===== src/rtl/uart_pkg.sv =====
// rtl/uart_pkg.sv - shared UART types, frame constants and baud helper
package uart_pkg;

    localparam int UART_DATA_BITS = 8;

    typedef enum logic [2:0] {
        IDLE,
        START,
        DATA,
        PARITY,
        STOP
    } uart_state_t;

    // Clocks per bit, truncated; the transmitter derives its bit timing the same way.
    function automatic int uart_bit_cnt(input int clk_freq, input int baud_rate);
        return clk_freq / baud_rate;
    endfunction

endpackage


===== src/rtl/uart_rx_sync.sv =====
// rtl/uart_rx_sync.sv - two-flop synchroniser and falling-edge detector for the rx line
module uart_rx_sync (
    input  logic clk,
    input  logic rst,
    input  logic rx,
    output logic rx_sync,
    output logic rx_fall
);

    logic rx_s1;
    logic rx_s2;
    logic rx_s3;

    // Flops reset to the idle level so a line already low at reset release reads as a start edge.
    always_ff @(posedge clk or posedge rst) begin
        if (rst) begin
            rx_s1 <= 1'b1;
            rx_s2 <= 1'b1;
            rx_s3 <= 1'b1;
        end else begin
            rx_s1 <= rx;
            rx_s2 <= rx_s1;
            rx_s3 <= rx_s2;
        end
    end

    assign rx_sync = rx_s2;
    assign rx_fall = rx_s3 & ~rx_s2;

endmodule


===== src/rtl/uart_rx_decode.sv =====
// rtl/uart_rx_decode.sv - UART receiver: start detect, mid-bit sampling, byte strobe; parity via UART_PARITY_EN
module uart_rx_decode
    import uart_pkg::*;
#(
    parameter int CLK_FREQ   = 50_000_000,
    parameter int BAUD_RATE  = 115200,
    parameter int BIT_CNT    = uart_bit_cnt(CLK_FREQ, BAUD_RATE),
    parameter int PARITY_ODD = 0
) (
    input  logic       clk,
    input  logic       rst,
    input  logic       uart_rx,
    output logic [7:0] data_out,
    output logic       data_out_flag,
    output logic       frame_err,
    output logic       parity_err,
    output logic       rx_busy
);

    localparam int                CNT_W     = $clog2(BIT_CNT);
    localparam logic [CNT_W-1:0] HALF_LAST = CNT_W'(BIT_CNT / 2 - 1);
    localparam logic [CNT_W-1:0] BIT_LAST  = CNT_W'(BIT_CNT - 1);
    localparam logic [2:0]       LAST_IDX  = 3'(UART_DATA_BITS - 1);

    generate
        if (BIT_CNT < 4) begin : g_bad_bit_cnt
            $error("uart_rx_decode: BIT_CNT must be at least 4");
        end
        if (PARITY_ODD != 0 && PARITY_ODD != 1) begin : g_bad_parity_odd
            $error("uart_rx_decode: PARITY_ODD must be 0 or 1");
        end
    endgenerate

    logic rx_s2;
    logic rx_fall;

    uart_rx_sync u_sync (
        .clk     (clk),
        .rst     (rst),
        .rx      (uart_rx),
        .rx_sync (rx_s2),
        .rx_fall (rx_fall)
    );

    uart_state_t               state_q,    state_d;
    logic [CNT_W-1:0]          baud_cnt_q, baud_cnt_d;
    logic [2:0]                bit_idx_q,  bit_idx_d;
    logic [UART_DATA_BITS-1:0] shift_q,    shift_d;
    logic [7:0]                data_q,     data_d;
    logic                      flag_q,     flag_d;
    logic                      ferr_q,     ferr_d;
`ifdef UART_PARITY_EN
    localparam logic PAR_SENSE = 1'(PARITY_ODD);
    logic                      par_bad_q,  par_bad_d;
    logic                      perr_q,     perr_d;
`endif

    always_ff @(posedge clk or posedge rst) begin
        if (rst) begin
            state_q    <= IDLE;
            baud_cnt_q <= '0;
            bit_idx_q  <= '0;
            shift_q    <= '0;
            data_q     <= '0;
            flag_q     <= 1'b0;
            ferr_q     <= 1'b0;
`ifdef UART_PARITY_EN
            par_bad_q  <= 1'b0;
            perr_q     <= 1'b0;
`endif
        end else begin
            state_q    <= state_d;
            baud_cnt_q <= baud_cnt_d;
            bit_idx_q  <= bit_idx_d;
            shift_q    <= shift_d;
            data_q     <= data_d;
            flag_q     <= flag_d;
            ferr_q     <= ferr_d;
`ifdef UART_PARITY_EN
            par_bad_q  <= par_bad_d;
            perr_q     <= perr_d;
`endif
        end
    end

    always_comb begin
        state_d    = state_q;
        baud_cnt_d = baud_cnt_q + 1'b1;
        bit_idx_d  = bit_idx_q;
        shift_d    = shift_q;
        data_d     = data_q;
        flag_d     = 1'b0;
        ferr_d     = 1'b0;
`ifdef UART_PARITY_EN
        par_bad_d  = par_bad_q;
        perr_d     = 1'b0;
`endif

        case (state_q)
            IDLE: begin
                baud_cnt_d = '0;
                bit_idx_d  = '0;
                if (rx_fall) begin
                    state_d = START;
                end
            end

            // Re-check the start bit at its centre; a high sample means the edge was a glitch.
            START: begin
                if (baud_cnt_q == HALF_LAST) begin
                    baud_cnt_d = '0;
                    state_d    = rx_s2 ? IDLE : DATA;
                end
            end

            DATA: begin
                if (baud_cnt_q == BIT_LAST) begin
                    baud_cnt_d = '0;
                    shift_d    = {rx_s2, shift_q[UART_DATA_BITS-1:1]};
                    bit_idx_d  = bit_idx_q + 3'd1;
                    if (bit_idx_q == LAST_IDX) begin
`ifdef UART_PARITY_EN
                        state_d = PARITY;
`else
                        state_d = STOP;
`endif
                    end
                end
            end

`ifdef UART_PARITY_EN
            PARITY: begin
                if (baud_cnt_q == BIT_LAST) begin
                    baud_cnt_d = '0;
                    par_bad_d  = rx_s2 ^ (^shift_q) ^ PAR_SENSE;
                    state_d    = STOP;
                end
            end
`endif

            // Leave for IDLE on the stop sample itself so a start bit right after is still caught.
            STOP: begin
                if (baud_cnt_q == BIT_LAST) begin
                    baud_cnt_d = '0;
                    state_d    = IDLE;
                    if (!rx_s2) begin
                        ferr_d = 1'b1;
`ifdef UART_PARITY_EN
                    end else if (par_bad_q) begin
                        perr_d = 1'b1;
`endif
                    end else begin
                        flag_d = 1'b1;
                        data_d = shift_q;
                    end
                end
            end

            default: begin
                state_d    = IDLE;
                baud_cnt_d = '0;
            end
        endcase
    end

    assign data_out      = data_q;
    assign data_out_flag = flag_q;
    assign frame_err     = ferr_q;
    assign rx_busy       = (state_q != IDLE);
`ifdef UART_PARITY_EN
    assign parity_err    = perr_q;
`else
    assign parity_err    = 1'b0;
`endif

endmodule


===== config.mk =====
export PLATFORM = sky130hd
export DESIGN_NAME = uart_rx_decode
export DESIGN_NICKNAME = d
export VERILOG_FILES = /design/src/rtl/uart_pkg.sv /design/src/rtl/uart_rx_sync.sv /design/src/rtl/uart_rx_decode.sv
export SDC_FILE = /design/constraint.sdc
export NUM_CORES = 1
export LEC_CHECK = 0
export BUFFER_PORTS_ARGS = -buffer_cell sky130_fd_sc_hd__buf_2
export CAP_MARGIN = 20
export CORE_MARGIN = 1
export CORE_UTILIZATION = 55
export CTS_BUF_LIST = sky130_fd_sc_hd__clkbuf_2 sky130_fd_sc_hd__clkbuf_4 sky130_fd_sc_hd__clkbuf_8
export CTS_CLUSTER_DIAMETER = 40
export DETAILED_ROUTE_END_ITERATION = 16
export PLACE_DENSITY_LB_ADDON = 0.3
export RECOVER_POWER = 50
export SETUP_SLACK_MARGIN = 0.2
export SLEW_MARGIN = 20
export SYNTH_ARGS = -nofsm -noshare
export SYNTH_HDL_FRONTEND = slang
export SYNTH_HIERARCHICAL = 1
export SYNTH_SLANG_ARGS = --single-unit

===== constraint.sdc =====
create_clock -name clk -period 5.7 [get_ports clk]
set_clock_uncertainty 0.2 [all_clocks]
set_input_delay 0.855 -clock clk [delete_from_list [all_inputs] [get_ports clk]]
set_output_delay 0.855 -clock clk [all_outputs]
set_load 0.01 [all_outputs]

==> impl_metrics.json, run 1 <==
{
  "cts_num_sinks": 36,
  "max_capacitance_violation_count": 1,
  "synth.yosys.warnings": 6,
  "synth_sequential_area_ratio_pct": 53.0,
  "grt_first_pass_wirelength_um": 4600,
  "grt_setup_unrepaired": "no",
  "ctsRootBufferMaster": "sky130_fd_sc_hd__clkbuf_4",
  "clk_transition_reported_paths_ns": 0.11,
  "synth_compound_area_share_pct": 8.57,
  "hold-path-endpoint": "u_sync/rx_sync",
  "routed-via-count": 991,
  "grt_pass1_vias": 988,
  "global_route_usage_over_all_layers_pct": 19.3,
  "chipHeight_um": 57.7,
  "area_growth_syn_to_layout_pct": 7.84,
  "hold_depth": 0,
  "power_density_nw_per_um2": 317,
  "design.final.nets": 151,
  "final_cell_mix": "sky130_fd_sc_hd__dfrtp_1 (33), sky130_fd_sc_hd__buf_2 (13), sky130_fd_sc_hd__inv_1 (9)",
  "area_of_the_mapped_netlist_um2": 1710,
  "post_route_cells_drive_above_1_share_pct": 31.3,
  "antenna_cells": 0,
  "drt_first_pass_iters": 10,
  "yosys.area_share.simple_pct": 12.7,
  "period_needed_ns": 2.52,
  "max_slew_violation_count": 34,
  "post_synth_xor_area_fraction_pct": 2.05,
  "reg2reg_from": "baud_cnt_q[1]",
  "power_uw": 583,
  "post_cts_buffers": 0,
  "syn_area_per_cell_um2": 13.1,
  "htree_num_levels": 2,
  "stdcell_count": 175,
  "antenna_violating_nets_post_route": 0,
  "cts_hold_repair.buffers": 0,
  "final-setup-viol-count": 0,
  "layout.cells.most_common": "sky130_fd_sc_hd__dfrtp_1",
  "clockBufferDepth": 2,
  "finalHoldViolCount": 0,
  "synth_top_family_by_area": "multiplexers",
  "tritoncts.num_buffers": 5,
  "placedCellCount": 167,
  "slew_headroom_pct": -11.9,
  "placed_area_um2": 1750,
  "antenna_violations_before_repair": 0,
  "wire_per_inst_um": 15.6,
  "failed_checks": "DRC, capacitance limit, slew limit",
  "timing.setup.tns_ns": 0,
  "fin_ws_ns": 3.18,
  "synthesis.nets": 138,
  "worst_ir_drop_vdd_uv": 175,
  "postSynthCellCount": 130,
  "min_path_type": "flip-flop to flip-flop",
  "worst_r2r_path_depth": 5,
  "reg2reg_setup_slack_ns": 3.45,
  "initial_core_util_pct": 59.9,
  "max_freq_mhz": 397,
  "postCtsResizedCells": 0,
  "crit_path_end_kind": "primary output",
  "synth-adder-area-share_pct": 3.66,
  "finalWeightedCongestion": 0.753,
  "data_arrival_time_of_the_critical_path_ns": 1.47,
  "io_buffers": 13,
  "synth_mux_area_share_pct": 13.8,
  "path_max_fanout": 7,
  "vias_per_cell": 5.66,
  "drc_errors": 1,
  "crit-reg2reg-capture": "shift_q[5]",
  "cp_data_required_time_ns": 4.64,
  "hold_start": "u_sync/rx_s1",
  "clk-insertion-delay-late_ns": 0.35,
  "drt_wl_total_um": 2730,
  "holdWs_ns": 0.171,
  "total_leakage_power_nw": 0.948,
  "grt_remaining_overflow": 0,
  "dp_worst_setup_slack_ns": 3.46,
  "floorplan.die.width_um": 57.7,
  "status": "finished with violations",
  "synth_seq_cells": 36,
  "num_rows": 19,
  "die_area_um2": 3330,
  "finalCoreUtilization_pct": 64.6,
  "fp.coreArea_um2": 2850,
  "critical_path.startpoint_type": "flip-flop",
  "final_cell_area_um2": 1840,
  "clock_tree_from_tritoncts": "yes",
  "timing_worst_slew_pin_value_ns": 1.68,
  "post-route-period-util_pct": 44.2,
  "worstSetupPathType": "flip-flop to primary output",
  "boundaryPins": 15,
  "grt_start_max_net_pins": 34,
  "drtIter0Drc": 20,
  "post-dp-hpwl_um": 1960,
  "netlist-cell-type-count": 40
}
-- state kept, by name, indices dropped and copies added (netlist names) --
| signal | cells |
|---|---|
| bit_idx_q | 3 |
| data_out_flag | 1 |
| baud_cnt_q | 9 |
| data_out | 8 |
| frame_err | 1 |
| u_sync/rx_sync | 1 |
| u_sync/rx_s3 | 1 |
| shift_q | 8 |
| state_q | 3 |
| u_sync/rx_s1 | 1 |
-- synthesized netlist by cell type (all sizes together) --
cell type,number,share of area (%)
clkbuf,1,0.22
nor2,1,0.22
nand2,7,1.5
dfrtp,33,48
and4bb,1,0.73
o21ai,3,0.88
conb,1,0.22
nand4,3,2.3
o31ai,3,2.1
or4,2,0.88
a211o,2,1.0
or3,3,1.1
a21oi,5,1.5
mux2,16,12
ha,5,3.7
nand3,4,1.2
and4b,2,1.2
inv,9,2.0
xor2,2,1.0
dfstp,3,4.6
mux2i,3,1.8
xnor2,2,1.0
buf,7,3.8
nor2b,3,1.5
a32o,1,0.59
or4b,1,0.81
nor3b,2,1.2
a21boi,1,0.44
a22oi,4,2.1
-- critical path, cell delays in order, from the launching register on --
cell and delay (ns):
sky130_fd_sc_hd__dfrtp_1 0.46, sky130_fd_sc_hd__or3_1 0.48, sky130_fd_sc_hd__buf_2 0.18
-- worst max-delay path by stage --
stage,start,endpoint,slack [ns],depth (start not counted)
5_1_grt,rst,data_out[0],3.04,3
3_5_place_dp,baud_cnt_q[1],shift_q[5],3.46,5
6_report,state_q[2],rx_busy,3.18,2
3_3_place_gp,baud_cnt_q[1],shift_q[3],3.54,5
2_1_floorplan,state_q[1],rx_busy,3.70,3
4_1_cts,state_q[2],rx_busy,3.17,2
-- report_power, final --
part           internal [mW]  switching (mW)  leakage [nW]
Clock                  0.116          0.0833        0.0515
Sequential             0.270          0.0202         0.488
Combinational         0.0394          0.0544         0.409
-- cells by family (layout without fill, tap and decap cells) --
kind of cell / after synthesis / after routing
DFF: 36 / 36
and+or+nand+nor: 29 / 29
AOI/OAI and AO/OA: 19 / 19
muxes: 19 / 19
buffers and inverters: 17 / 31
adders and majority gates: 5 / 5
xor gates and xnor gates: 4 / 4
other: 1 / 1
-- metal layers --
layer / wire length [um] / part of all wire [%] / global-route usage [%]
met1: 1210 / 44 / 24.7
met2: 1380 / 50 / 29.6
met3: 105 / 3.8 / 8.04
met4: 40 / 1.5 / 7.14
met5: 0 / 0 / 0
-- final cells by class --
cell class	instances	area, um2
clock buffers	7	65.1
clock inverters	1	30.0
fillers	234	1010
inverters	9	33.8
multi-input cells	77	701
flip-flops and latches	36	905
well taps	31	38.8
repair buffers	14	68.8
Note: power is estimated with default switching activity, not from simulation.
==> run 2: changes to the inputs <==
==> constraint.sdc (replaced) <==
create_clock -name clk -period 2.6 [get_ports clk]
set_clock_uncertainty 0.2 [all_clocks]
set_input_delay 0.39 -clock clk [delete_from_list [all_inputs] [get_ports clk]]
set_output_delay 0.39 -clock clk [all_outputs]
set_load 0.01 [all_outputs]
==> impl_metrics.json, run 2 (synthesis gave the netlist of run 1 again) <==
{
  "path_max_fanout": 11,
  "grt_first_pass_wirelength_um": 4810,
  "initial_core_util_pct": 59.9,
  "finalHoldViolCount": 0,
  "grt_setup_unrepaired": "no",
  "pwr-share-comb_pct": 18.3,
  "drt_wl_total_um": 2720,
  "vias_per_cell": 5.72,
  "drt_first_pass_iters": 10,
  "antenna_violating_nets_post_route": 0,
  "max_capacitance_violation_count": 0,
  "crit_path_end_kind": "flip-flop",
  "cp_data_required_time_ns": 2.61,
  "netSwitchingPower_uw": 349,
  "final-setup-viol-count": 0,
  "critPathSlowestCell": "sky130_fd_sc_hd__nand4_2",
  "layout.cells.most_common": "sky130_fd_sc_hd__dfrtp_1",
  "clk_transition_reported_paths_ns": 0.10,
  "htree_num_levels": 2,
  "total_leakage_power_nw": 0.936,
  "period_needed_ns": 2.26,
  "timing.setup.tns_ns": 0,
  "post-route-period-util_pct": 87.0,
  "die_area_um2": 3330,
  "fill_cells": 241,
  "min_path_type": "flip-flop to flip-flop",
  "design.final.nets": 153,
  "max_freq_mhz": 442,
  "clock_tree_from_tritoncts": "yes",
  "critical_path.startpoint_type": "flip-flop",
  "finalWeightedCongestion": 0.777,
  "internal_power_uw": 834,
  "slew_headroom_pct": 46.5,
  "io_buffers": 13,
  "flip_flop_count_of_the_largest_register_after_layout": 9,
  "global_route_usage_over_all_layers_pct": 19.2,
  "path_cells": "inv_1, ha_1, and4bb_1, nand4_2, mux2_4",
  "post_route_cells_drive_above_1_share_pct": 29.5,
  "switching_share_pct": 29.5,
  "tritoncts.num_buffers": 5,
  "area_growth_syn_to_layout_pct": 7.18,
  "timing_worst_slew_pin_value_ns": 0.802,
  "floorplan.die.width_um": 57.7,
  "status": "finished with violations",
  "clk-insertion-delay-late_ns": 0.32,
  "grt_remaining_overflow": 0,
  "antenna_violations_before_repair": 0,
  "ctsRootBufferMaster": "sky130_fd_sc_hd__clkbuf_4",
  "seq_power_share_pct": 54.0,
  "drtIter0Drc": 21,
  "drc_errors": 1,
  "power_density_nw_per_um2": 646,
  "final_cell_mix": "sky130_fd_sc_hd__dfrtp_1 (33), sky130_fd_sc_hd__buf_2 (10), sky130_fd_sc_hd__inv_1 (9)",
  "worst_ir_drop_vdd_uv": 377,
  "fp.coreArea_um2": 2850,
  "power_mw": 1.18,
  "boundaryPins": 15,
  "finalCoreUtilization_pct": 64.2,
  "worstSetupPathType": "flip-flop to flip-flop",
  "chipHeight_um": 57.7,
  "num_rows": 19,
  "post-dp-hpwl_um": 1880,
  "max_flop_register": "baud_cnt_q",
  "antenna_cells": 0,
  "grt_start_max_net_pins": 34,
  "clockBufferDepth": 2,
  "failed_checks": "DRC",
  "power_frac_clock_pct": 27.7,
  "max_slew_violation_count": 0,
  "wire_per_inst_um": 15.4,
  "grt_pass1_vias": 1020,
  "routed-via-count": 1012,
  "cts_num_sinks": 36,
  "data_arrival_time_of_the_critical_path_ns": 2.28,
  "worst_path_largest_cell_delay_ns": 0.48
}
-- run 2: changes by cell type in the layout (fill, tap and decap cells not counted), sizes merged --
cell | previous run | this run
clkbuf | 8 | 11
buf | 13 | 11
bufinv | 1 | 0
dlygate4sd3 | 0 | 2
-- run 2: worst paths after layout --
kind,slack [ns],from,to,depth (start not counted)
min reg2reg,0.17,u_sync/rx_s1,u_sync/rx_sync,0
min,0.17,u_sync/rx_s1,u_sync/rx_sync,0
min in group asynchronous,0.44,rst,u_sync/rx_s3,3
max,0.34,baud_cnt_q[1],shift_q[4],5
max in group asynchronous,1.06,rst,baud_cnt_q[0],4
max reg2reg,0.34,baud_cnt_q[1],shift_q[4],5
-- run 2: final cells by class --
class | instances | area (um2) | area share, %
well taps | 31 | 38.8 | 2.12
inverters | 9 | 33.8 | 1.85
repair buffers | 16 | 86.3 | 4.72
flip-flops and latches | 36 | 905 | 49.4
multi-input cells | 77 | 701 | 38.3
clock buffers | 8 | 66.3 | 3.62
-- run 2: critical path: cells and delay by family (launching register included) --
kind / cells / cell delay, ns
flops: 1 / 0.42
mux: 1 / 0.45
simple gates: 2 / 0.87
buf+inv: 1 / 0.09
fa+ha+maj: 1 / 0.13
-- run 2: repair_timing --
item / in CTS / in global routing
hold buffers: 2 / 0
hold endpoints to repair: 37 / 0
resized for setup: 0 / 0
buffers inserted: 0 / 0
-- run 2: routing by layer --
metal  up-vias  routed length, um  GRT usage, %
met5         -                  0             0
met1       505               1320          25.7
met4         0                  8          6.12
met2        20               1300          30.6
met3         2                 89          5.36
li1        485                  -             -
-- run 2: stage by stage --
step           instances  hold WS, ns  setup slack [ns]  cell area (um2)
2_1_floorplan        130        0.123             0.803             1710
3_3_place_gp         167        0.151             0.444             1750
3_5_place_dp         167        0.148             0.356             1750
4_1_cts              177        0.167             0.331             1840
5_1_grt              177        0.177             0.234             1830
6_report             177        0.170             0.337             1830
-- run 2: power groups by stage --
stage	combinational, mW	sequential (mW)	clock, mW
global route	0.239	0.644	0.358
detailed placement	0.216	0.649	0
CTS	0.220	0.639	0.334
floorplan	0.213	0.627	0
finish	0.216	0.639	0.328
global placement	0.207	0.645	0
==> run 3: changes to the inputs <==
--- a/config.mk
+++ b/config.mk
@@ -7,6 +7,7 @@
 export LEC_CHECK = 0
 export BUFFER_PORTS_ARGS = -buffer_cell sky130_fd_sc_hd__buf_2
 export CAP_MARGIN = 20
+export CORE_ASPECT_RATIO = 0.9
 export CORE_MARGIN = 1
 export CORE_UTILIZATION = 55
 export CTS_BUF_LIST = sky130_fd_sc_hd__clkbuf_2 sky130_fd_sc_hd__clkbuf_4 sky130_fd_sc_hd__clkbuf_8
==> impl_metrics.json, run 3 (synthesis gave the netlist of run 1 again) <==
{
  "reg2reg_setup_slack_ns": 0.48,
  "critical_path.startpoint_type": "flip-flop",
  "worst_path_largest_cell_delay_ns": 0.41,
  "design.final.nets": 154,
  "number_of_stages_on_the_worst_setup_path": 6,
  "fill_cells": 233,
  "placed_area_um2": 1770,
  "die_area_um2": 3330,
  "placedCellCount": 177,
  "cp_data_required_time_ns": 2.63,
  "worst_ir_drop_vdd_uv": 380,
  "clock_tree_from_tritoncts": "yes",
  "post_cts_buffers": 0,
  "power_density_nw_per_um2": 646,
  "final_cell_mix": "sky130_fd_sc_hd__dfrtp_1 (33), sky130_fd_sc_hd__buf_2 (10), sky130_fd_sc_hd__inv_1 (9)",
  "grt_remaining_overflow": 0,
  "cts_hold_repair.buffers": 2,
  "fp.coreArea_um2": 2840,
  "io_buffers": 13,
  "hold_start": "u_sync/rx_s1",
  "layout.cells.most_common": "sky130_fd_sc_hd__dfrtp_1",
  "crit_path_end_kind": "flip-flop",
  "routed-via-count": 998,
  "finalWeightedCongestion": 0.770,
  "post_route_cells_drive_above_1_share_pct": 29.9,
  "clk_transition_reported_paths_ns": 0.11,
  "final_cell_area_um2": 1860,
  "timing.setup.tns_ns": 0,
  "path_cells": "inv_1, ha_1, and4bb_1, nand4_2, buf_4, mux2_4",
  "worst_r2r_path_depth": 6,
  "crit_start": "baud_cnt_q[1]",
  "htree_num_levels": 2,
  "chipHeight_um": 54.9,
  "initial_core_util_pct": 60.2,
  "grt_start_max_net_pins": 34,
  "grt_setup_unrepaired": "no",
  "slew_headroom_pct": 47.4,
  "vias_per_cell": 5.34,
  "post-dp-hpwl_um": 1970,
  "reg2reg_from": "baud_cnt_q[1]",
  "crit-reg2reg-capture": "shift_q[4]",
  "wire_per_inst_um": 14.7,
  "flip_flop_count_of_the_largest_register_after_layout": 9,
  "setup.worst_path.end": "shift_q[4]",
  "antenna_violating_nets_post_route": 0,
  "clk-insertion-delay-late_ns": 0.34,
  "global_route_usage_over_all_layers_pct": 19.9,
  "max_capacitance_violation_count": 0,
  "final-setup-viol-count": 0,
  "globalRouteMet2Util_pct": 30.2,
  "globalRouteMet3Util_pct": 6.38,
  "path_max_fanout": 7,
  "boundaryPins": 15,
  "gr-max-usage-layer": "met2",
  "worstSetupPathType": "flip-flop to flip-flop",
  "grt_first_pass_wirelength_um": 4460,
  "min_path_type": "flip-flop to flip-flop",
  "cts_num_sinks": 36,
  "area_growth_syn_to_layout_pct": 8.64,
  "floorplan.die.width_um": 60.7,
  "ctsRootBufferMaster": "sky130_fd_sc_hd__clkbuf_4",
  "gr-usage-met1_pct": 25.5,
  "cpLargestDelayFamily": "simple AND/OR/NAND/NOR gates",
  "antenna_violations_before_repair": 0,
  "grt_pass1_vias": 975,
  "num_rows": 18,
  "period_needed_ns": 2.12,
  "max_slew_violation_count": 0,
  "max_flop_register": "baud_cnt_q",
  "postCtsResizedCells": 0,
  "total_leakage_power_nw": 0.942,
  "finalCoreUtilization_pct": 65.4,
  "data_arrival_time_of_the_critical_path_ns": 2.15,
  "critPathSlowestCell": "sky130_fd_sc_hd__dfrtp_1",
  "timing.critical_path.buf_inv": 2,
  "timing_worst_slew_pin_value_ns": 0.789,
  "drc_errors": 0,
  "holdWs_ns": 0.195,
  "drt_wl_total_um": 2740,
  "max_freq_mhz": 471,
  "drtIter0Drc": 26,
  "drt_first_pass_iters": 4,
  "antenna_cells": 0,
  "stdcell_count": 187,
  "post-route-period-util_pct": 81.6,
  "clockBufferDepth": 2,
  "status": "complete, no violations",
  "tritoncts.num_buffers": 5,
  "finalHoldViolCount": 0
}
==> run 3: changes by cell type in the layout (fill, tap and decap cells not counted) <==
| cell | change |
|---|---|
| sky130_fd_sc_hd__clkbuf_8 | +1 |
| sky130_fd_sc_hd__clkbuf_4 | -1 |
| sky130_fd_sc_hd__buf_4 | +1 |
| sky130_fd_sc_hd__buf_1 | -1 |
| sky130_fd_sc_hd__clkbuf_1 | +1 |
==> run 3: area by class of cell <==
| type | instances | area [um2] | area share (%) |
|---|---|---|---|
| Clock buffer | 8 | 72.6 | 3.91 |
| Inverter | 9 | 33.8 | 1.82 |
| Multi-Input combinational cell | 77 | 701 | 37.8 |
| Sequential cell | 36 | 905 | 48.8 |
| Tap cell | 40 | 50.0 | 2.70 |
| Timing Repair Buffer | 17 | 93.8 | 5.06 |
==> run 3: metrics by stage <==
step,total power [mW],setup slack [ns]
finish,1.20,0.478
global placement,0.852,0.535
global route,1.26,0.321
CTS,1.20,0.464
detailed placement,0.861,0.470
floorplan,0.840,0.803
==> run 3: worst register-to-register path, stage by stage, from the launching register on <==
cell                       delay, ns
sky130_fd_sc_hd__dfrtp_1        0.41
sky130_fd_sc_hd__inv_1          0.08
sky130_fd_sc_hd__ha_1           0.13
sky130_fd_sc_hd__and4bb_1       0.37
sky130_fd_sc_hd__nand4_2        0.27
sky130_fd_sc_hd__buf_4          0.26
sky130_fd_sc_hd__mux2_4         0.30
==> run 3: layer usage <==
layer	vias up	routed length, um
met5	-	0
met3	7	120
met1	479	1370
met2	23	1200
li1	489	-
met4	0	51
==> run 3: power breakdown <==
| part | internal (mW) | switching (mW) | total [mW] |
|---|---|---|---|
| registers | 0.591 | 0.0488 | 0.640 |
| logic | 0.0891 | 0.124 | 0.213 |
| clock network | 0.170 | 0.176 | 0.345 |
==> run 3: how the worst min path moves through the flow <==
| stage | end | slack (ns) | depth (start not counted) |
|---|---|---|---|
| 2_1_floorplan | u_sync/rx_s1 | 0.12 | 1 |
| 3_3_place_gp | u_sync/rx_sync | 0.15 | 0 |
| 3_5_place_dp | u_sync/rx_sync | 0.15 | 0 |
| 4_1_cts | u_sync/rx_sync | 0.18 | 0 |
| 5_1_grt | u_sync/rx_sync | 0.19 | 0 |
| 6_report | u_sync/rx_sync | 0.19 | 0 |
